<file path="config.mk">
export PLATFORM = sky130hd
export DESIGN_NAME = weightbuffer_load_ctrl
export DESIGN_NICKNAME = d
export VERILOG_FILES = /design/src/rtl/weightbuffer_load_ctrl.sv
export SDC_FILE = /design/constraint.sdc
export NUM_CORES = 1
export LEC_CHECK = 0
export BUFFER_PORTS_ARGS = -buffer_cell sky130_fd_sc_hd__buf_2
export CAP_MARGIN = 10
export CORE_AREA = 2 2 413 415
export DETAILED_ROUTE_END_ITERATION = 8
export DIE_AREA = 0 0 415 417
export GPL_TIMING_DRIVEN = 0
export SYNTH_ARGS = -nofsm -noshare
export SYNTH_HDL_FRONTEND = slang
export SYNTH_SLANG_ARGS = --single-unit
</file>
<file path="constraint.sdc">
create_clock -name clk_i -period 3.3 [get_ports clk_i]
set_input_delay 0.66 -clock clk_i [delete_from_list [all_inputs] [get_ports clk_i]]
set_output_delay 0.66 -clock clk_i [all_outputs]
set_load 0.03 [all_outputs]
</file>
<file path="src/rtl/weightbuffer_load_ctrl.sv">
// weightbuffer_load_ctrl: two-set weight buffer load sequencer; WEIGHTBUFFER_LOAD_CTRL_PERF_EN adds stall_cycles_o
module weightbuffer_load_ctrl #(
  parameter int N_I = 512,
  parameter int WEIGHT_STAGGER = 2,
  parameter int K = 3
) (
  input  logic clk_i,
  input  logic rst_ni,
  input  logic load_start_i,
  input  logic weight_valid_i,
  input  logic [0:N_I/WEIGHT_STAGGER-1][1:0] weight_data_i,
  output logic weight_ready_o,
  input  logic swap_i,
  output logic [0:1][0:WEIGHT_STAGGER-1][0:K-1][0:K-1] save_enable_o,
  output logic [0:1][0:WEIGHT_STAGGER-1] flush_o,
  output logic [0:N_I/WEIGHT_STAGGER-1][1:0] data_o,
  output logic active_set_o,
  output logic swap_ready_o,
  output logic load_done_o,
  output logic busy_o
`ifdef WEIGHTBUFFER_LOAD_CTRL_PERF_EN
  ,
  output logic [31:0] stall_cycles_o
`endif
);
  localparam int SW = WEIGHT_STAGGER > 1 ? $clog2(WEIGHT_STAGGER) : 1;
  localparam int KW = K > 1 ? $clog2(K) : 1;
  typedef enum logic [1:0] {IDLE, FLUSH, LOAD} state_t;
  state_t state, state_nxt;
  logic [SW-1:0] s;
  logic [KW-1:0] k1, k2;
  logic loaded, inactive, hs, last, start, swap_ok, k2_end, k1_end;
  assign inactive = ~active_set_o;
  assign hs = state == LOAD && weight_valid_i;
  assign k2_end = k2 == KW'(K-1);
  assign k1_end = k1 == KW'(K-1);
  assign last = s == SW'(WEIGHT_STAGGER-1) && k1_end && k2_end;
  assign start = state == IDLE && load_start_i;
  assign swap_ok = swap_i && swap_ready_o;
  always_ff @(posedge clk_i or negedge rst_ni)
    if (!rst_ni) state <= IDLE;
    else state <= state_nxt;
  always_comb
    state_nxt = start ? FLUSH : state == FLUSH ? LOAD : hs && last ? IDLE : state;
  always_comb begin
    weight_ready_o = state == LOAD;
    busy_o = state != IDLE;
    swap_ready_o = loaded && state == IDLE;
    flush_o = '0;
    if (state == FLUSH) flush_o[inactive] = '1;
  end
  always_ff @(posedge clk_i or negedge rst_ni)
    if (!rst_ni) begin
      active_set_o <= 1'b0;
      loaded <= 1'b0;
      s <= '0;
      k1 <= '0;
      k2 <= '0;
      save_enable_o <= '0;
      data_o <= '0;
      load_done_o <= 1'b0;
    end else begin
      save_enable_o <= '0;
      load_done_o <= hs && last;
      if (swap_ok) active_set_o <= ~active_set_o;
      if (swap_ok || start) loaded <= 1'b0;
      else if (hs && last) loaded <= 1'b1;
      if (start) begin
        s <= '0;
        k1 <= '0;
        k2 <= '0;
      end else if (hs) begin
        save_enable_o[inactive][s][k1][k2] <= 1'b1;
        data_o <= weight_data_i;
        k2 <= k2_end ? '0 : k2 + 1'b1;
        k1 <= !k2_end ? k1 : k1_end ? '0 : k1 + 1'b1;
        s <= !(k2_end && k1_end) ? s : last ? '0 : s + 1'b1;
      end
    end
`ifdef WEIGHTBUFFER_LOAD_CTRL_PERF_EN
  always_ff @(posedge clk_i or negedge rst_ni)
    if (!rst_ni) stall_cycles_o <= '0;
    else if (start) stall_cycles_o <= '0;
    else if (state == LOAD && !weight_valid_i) stall_cycles_o <= stall_cycles_o + 32'd1;
`endif
endmodule

</file>
==> results of run 1 <==
critical path: cells and delay by family, from the launching register on:
family        cells  cell delay, ns
buf+inv           3            0.69
simple gates      1            0.41
flops             1            0.35
flip-flops by register name, indices dropped and copies added, names as in the netlist:
signal and count:
state 2, s 1, k2 2, loaded 1, data_o 512, active_set_o 1
save_enable_o 36, load_done_o 1, k1 2
area by class of cell:
class                   instances  area, sq um  area share
flip-flops and latches        558        13960      0.4420
multi-input cells            1622         6216      0.1967
repair buffers               1078         5518      0.1746
well taps                    2218         2775     0.08784
clock buffers                  96         2024     0.06408
plain buffers                 121        583.1     0.01845
clock inverters                34        467.9     0.01481
diodes                         14        35.03    0.001109
inverters                       3        11.26   0.0003564
worst max path at each step:
stage	from	to	slack [ns]	depth (start not counted)
6_report	state[0]	flush_o[1]	0.53	4
3_5_place_dp	weight_valid_i	data_o[399]	0.33	7
5_1_grt	state[0]	flush_o[1]	0.39	4
3_3_place_gp	rst_ni	data_o[285]	-11.62	1
2_1_floorplan	active_set_o	flush_o[1]	0.83	3
4_1_cts	state[0]	flush_o[1]	0.48	4
placed cells by master, fill, tap and decap left out, drive strengths merged, types with 2 or more instances in the layout:
cell type	instances
nor2	40
o21ai	3
nor3b	2
and2b	3
and2	2
clkinvlp	5
buf	1149
diode	14
bufinv	9
nand2	1551
clkbuf	146
clkinv	13
nand3	3
nand3b	3
o31ai	2
inv	10
dfrtp	558
a22o	2
power by group:
part           switching, mW  total (mW)  internal [mW]
clock network           3.44        8.49           5.06
logic                   11.9        15.3           3.40
registers               1.76        11.3           9.58
total                   17.1        35.1           18.0
per-layer routing:
layer  wire, um  track usage
met1      54980       0.1839
met2      67120       0.2604
met3       8621      0.04049
met4       3945      0.04392
met5        173            0
cell families (layout without fill, tap and decap cells):
family,Yosys count,count (layout),share of synthesized area
DFF,558,558,0.6722
and+or+nand+nor,1612,1612,0.2959
other,0,14,0
buffers and inverters,124,1332,0.02861
xor gates and xnor gates,1,1,0.0004217
AOI/OAI and AO/OA,9,9,0.002891
==> results.py, run 1 <==
metrics = {
    "synth": {
        "synthTopCellsByArea": "dfrtp_1 67%, nand2_1 28%, buf_2 1.3%, clkbuf_1 0.90%, nor2_1 0.72%",
        "synth_commonest_cells": "1,551 x nand2_1, 558 x dfrtp_1, 55 x buf_2",
        "synthArstFlopShare": 1.000,
        "syn_area_sq_mm": 0.02077,
        "ys_seq_area_frac": 0.6722,
        "ys.flop_type": "dfrtp_1",
        "post-synth-top-area-cell": "dfrtp_1",
        "synth_warnings": 0,
        "synth.top_cell.area_share": 0.6722,
        "synthCells": 2304,
        "synth_seq_cells": 558,
        "synth.distinct_cells": 29,
        "synth.most_common_cell": "nand2_1",
        "synth.avg_cell_area_sq_um": 9.016,
        "synth-edff-count": 0,
        "synth_nets": 2821,
    },
    "critical_path": {
        "cp_max_fo": 10,
        "crit_required_ns": 2.64,
        "slowest_stage": "nor3b_1",
        "worstReg2RegEnd": "data_o[150]",
        "worstSetupStartpointType": "flip-flop",
        "arrival_ns": 2.11,
        "cp_slowest_stage_delay_ns": 0.41,
        "r2r_slack_ns": 0.64,
        "ff2ff_path_depth": 7,
        "regToRegStartpoint": "state[1]",
        "crit_path_end_kind": "output pin",
        "crit_chain": "clkbuf_1, nor3b_1, buf_4, buf_2",
        "worst-setup-path-type": "reg2out",
    },
    "grt": {
        "grt_pass1_vias": 19880,
        "grt_overflow": 0,
        "grt_use_total": 0.1512,
        "antenna_found_initial": 61,
        "grt_max_degree": 110,
        "grt_pass1_wl_um": 178300,
    },
    "floorplanning": {
        "fp.coreArea_sq_mm": 0.1685,
        "rows": 151,
        "die_h_um": 417,
        "start_util": 0.1233,
        "pin_count": 1074,
        "fp.dieW_um": 415,
        "die_area_sq_mm": 0.1731,
    },
    "placed_design": {
        "numPortBuffers": 1073,
        "hpwl_um": 112300,
        "placed_area_sq_mm": 0.02907,
        "pre_cts_ws_ns": 0.3321,
        "dpl.cell_count": 5600,
        "globalplace.congestion": 0.9364,
    },
    "clock_network": {
        "htreeDepth": 3,
        "cts_root_buf": "clkbuf_16",
        "cts.sinks": 558,
        "clockBufferDepth": 3,
        "clkSlewWorstSetupHoldPaths_ns": 0.06,
        "cts_tree": "built",
        "ctsHoldBuffers": 0,
        "ctsResizeCount": 0,
        "cts_made_buffers": 73,
        "insertion_delay_ns": 0.67,
        "postCtsSetupBuffers": 0,
    },
    "drt": {
        "antenna_left": 0,
        "avgViaCountPerCell": 3.517,
        "drc": 0,
        "dr.pass1.iters": 5,
        "avgRoutedWirePerCell_um": 23.47,
        "first_iter_violations": 1493,
        "vias": 20200,
        "finalWirelength_um": 134800,
    },
    "layout": {
        "instances_no_fill": 5744,
        "fin_area_sq_mm": 0.03159,
        "area_growth_pct": 52.09,
        "fill_cells": 19050,
        "layout-drive-gt1-share": 0.3625,
        "nNetsFinal": 3974,
        "post-route-util": 0.1875,
    },
    "power": {
        "p_leak_nw": 17.62,
        "ir_worst_vdd_v": 0.0004442,
        "total_power_mw": 35.15,
        "power.density_mw_per_mm2": 1112,
    },
    "timing": {
        "rsz0062_at_grt": "no",
        "tightestPinTransition_ns": 0.9340,
        "clock_skew_ns": 0.01457,
        "setup_viol": 0,
        "period_needed_ns": 2.770,
        "fmax_mhz": 361.0,
        "whs_ns": 0.07982,
        "final-hold-violation-count": 0,
        "setup-tns-final_ns": 0,
        "drv_slew": 0,
        "finalWorstSetupSlack_ns": 0.5296,
        "slew_headroom": 0.3774,
        "fin_crit_sh": 0.8395,
    },
    "run": {
        "drv_cap": 0,
    },
    "outcome": {
        "outcome": "completed",
    },
    "hold_path": {
        "hp-class": "in2async",
    },
}
Note: power is estimated with default switching activity, not from simulation.
==> run 2, diff against run 1 <==
==> constraint.sdc (replaced) <==
create_clock -name clk_i -period 2.27 [get_ports clk_i]
set_input_delay 0.454 -clock clk_i [delete_from_list [all_inputs] [get_ports clk_i]]
set_output_delay 0.454 -clock clk_i [all_outputs]
set_load 0.03 [all_outputs]
==> run 2 against run 1 <==
  * The run now ends with negative hold slack left
  * Clock power increased by 46%
  * Clock skew decreased by 0.0026 ns
  * Wire length rose by 2.7%
  * Die area stayed put
  * Sequential share of layout area is 5.8 points lower
==> results.py, run 2 (synthesis results as in run 1) <==
metrics = {
    "grt": {
        "grt_max_degree": 110,
        "antenna_found_initial": 28,
        "grt_use_total": 0.1553,
        "grt_pass1_wl_um": 186700,
        "grt_pass1_vias": 22600,
        "grt_overflow": 0,
    },
    "critical_path": {
        "worstSetupStartpointType": "flip-flop",
        "crit_required_ns": 1.82,
        "crit_family": "flip-flops",
        "slowest_stage": "dfrtp_2",
        "path_buf_inv": 2,
        "regToRegStartpoint": "state[1]",
        "cp_max_fo": 8,
        "crit_path_end_kind": "output pin",
        "crit_chain": "inv_2, and3_4, buf_2",
        "startpoint": "state[1]",
        "worst-setup-path-type": "reg2out",
        "cp_slowest_stage_delay_ns": 0.48,
        "arrival_ns": 1.72,
    },
    "power": {
        "power.density_mw_per_mm2": 1432,
        "p_leak_nw": 19.60,
        "ir_worst_vdd_v": 0.0006900,
        "total_power_mw": 52.04,
    },
    "timing": {
        "period_needed_ns": 2.177,
        "fmax_mhz": 459.3,
        "final-hold-violation-count": 106,
        "fin_crit_sh": 0.9592,
        "rsz0062_at_grt": "no",
        "whs_ns": -0.1130,
        "setup_viol": 0,
        "finalWorstSetupSlack_ns": 0.09254,
        "slew_headroom": 0.3830,
        "clock_skew_ns": 0.01196,
        "drv_slew": 0,
        "setup-tns-final_ns": 0,
        "tightestPinTransition_ns": 0.9255,
    },
    "outcome": {
        "outcome": "complete, but fails checks",
        "violations": "negative hold slack",
    },
    "drt": {
        "antenna_left": 0,
        "avgRoutedWirePerCell_um": 22.27,
        "avgViaCountPerCell": 3.562,
        "dr.pass1.iters": 5,
        "first_iter_violations": 1504,
        "drc": 0,
        "vias": 22140,
        "finalWirelength_um": 138400,
    },
    "layout": {
        "area.sequential_sq_mm": 0.01397,
        "regMostFlops": "data_o",
        "reg_top3": "data_o x512, save_enable_o x36",
        "layout_commonest_cell": "nand2_1",
        "fin_area_sq_mm": 0.03634,
        "multiInputGateArea_sq_mm": 0.006240,
        "layout_common_cells": "1,551 x nand2_1, 1,117 x buf_2, 556 x dfrtp_1",
        "fill_cells": 18590,
        "largest_reg_flops": 512,
        "layout-drive-gt1-share": 0.3254,
        "instances_no_fill": 6215,
        "post-route-util": 0.2156,
        "area_growth_pct": 74.93,
        "nNetsFinal": 4436,
    },
    "floorplanning": {
        "fp.dieW_um": 415,
        "rows": 151,
        "die_area_sq_mm": 0.1731,
        "die_h_um": 417,
        "pin_count": 1074,
        "start_util": 0.1233,
        "fp.coreArea_sq_mm": 0.1685,
    },
    "clock_network": {
        "cts_made_buffers": 73,
        "clockBufferDepth": 3,
        "clkSlewWorstSetupHoldPaths_ns": 0.06,
        "insertion_delay_ns": 0.68,
        "ctsHoldBuffers": 465,
        "htreeDepth": 3,
        "cts_root_buf": "clkbuf_16",
        "cts.sinks": 558,
        "cts_tree": "built",
    },
    "placed_design": {
        "pre_cts_ws_ns": -0.4919,
        "dpl.cell_count": 5600,
        "placed_area_sq_mm": 0.02907,
        "globalplace.congestion": 0.9364,
        "hpwl_um": 112300,
        "numPortBuffers": 1073,
    },
    "run": {
        "drv_cap": 0,
    },
    "hold_path": {
        "hp-class": "in2async",
    },
}
==> run 2: area by class of cell <==
cell class	instances	area share
multi-input cells	1622	0.1717
flip-flops and latches	558	0.3843
repair buffers	1544	0.2805
clock inverters	34	0.01288
clock buffers	96	0.05571
well taps	2218	0.07637
plain buffers	117	0.01663
inverters	3	0.0003099
diodes	23	0.001584
==> run 2: report_power, final <==
group,internal (mW),switching (mW)
Clock,7.35,5.03
Sequential,13.9,2.62
Combinational,5.52,17.6
Total,26.8,25.2
==> run 2: worst reg2reg max path, delay by kind of cell, from the launching register on <==
| kind | cells | cell delay [ns] |
|---|---|---|
| flip-flops | 1 | 0.48 |
| AND/OR/NAND/NOR | 3 | 0.35 |
| buffers and inverters | 3 | 1.25 |
==> run 2: what timing repair did <==
item,in CTS,in global routing
pin swaps,0,0
hold endpoints to repair,571,106
resized for setup,27,19
setup endpoints to repair,332,21
buffers inserted,1,0
==> run 2: final timing paths <==
kind / end / depth (start not counted) / slack, ns
max: flush_o[2] / 3 / 0.09
min: save_enable_o[15] / 1 / -0.11
max reg2reg: data_o[146] / 6 / 0.12
min reg2reg: data_o[127] / 2 / 0.47
max in group asynchronous: data_o[290] / 4 / 0.43
min in group clk_i: data_o[435] / 3 / 0.07
==> run 2: layer usage <==
metal | up-vias | GRT usage | routed length [um]
met2 | 852 | 0.2676 | 68670
met1 | 10890 | 0.1917 | 57310
met3 | 181 | 0.03227 | 7627
met5 | - | 0 | 41
li1 | 10210 | - | -
met4 | 6 | 0.05289 | 4772
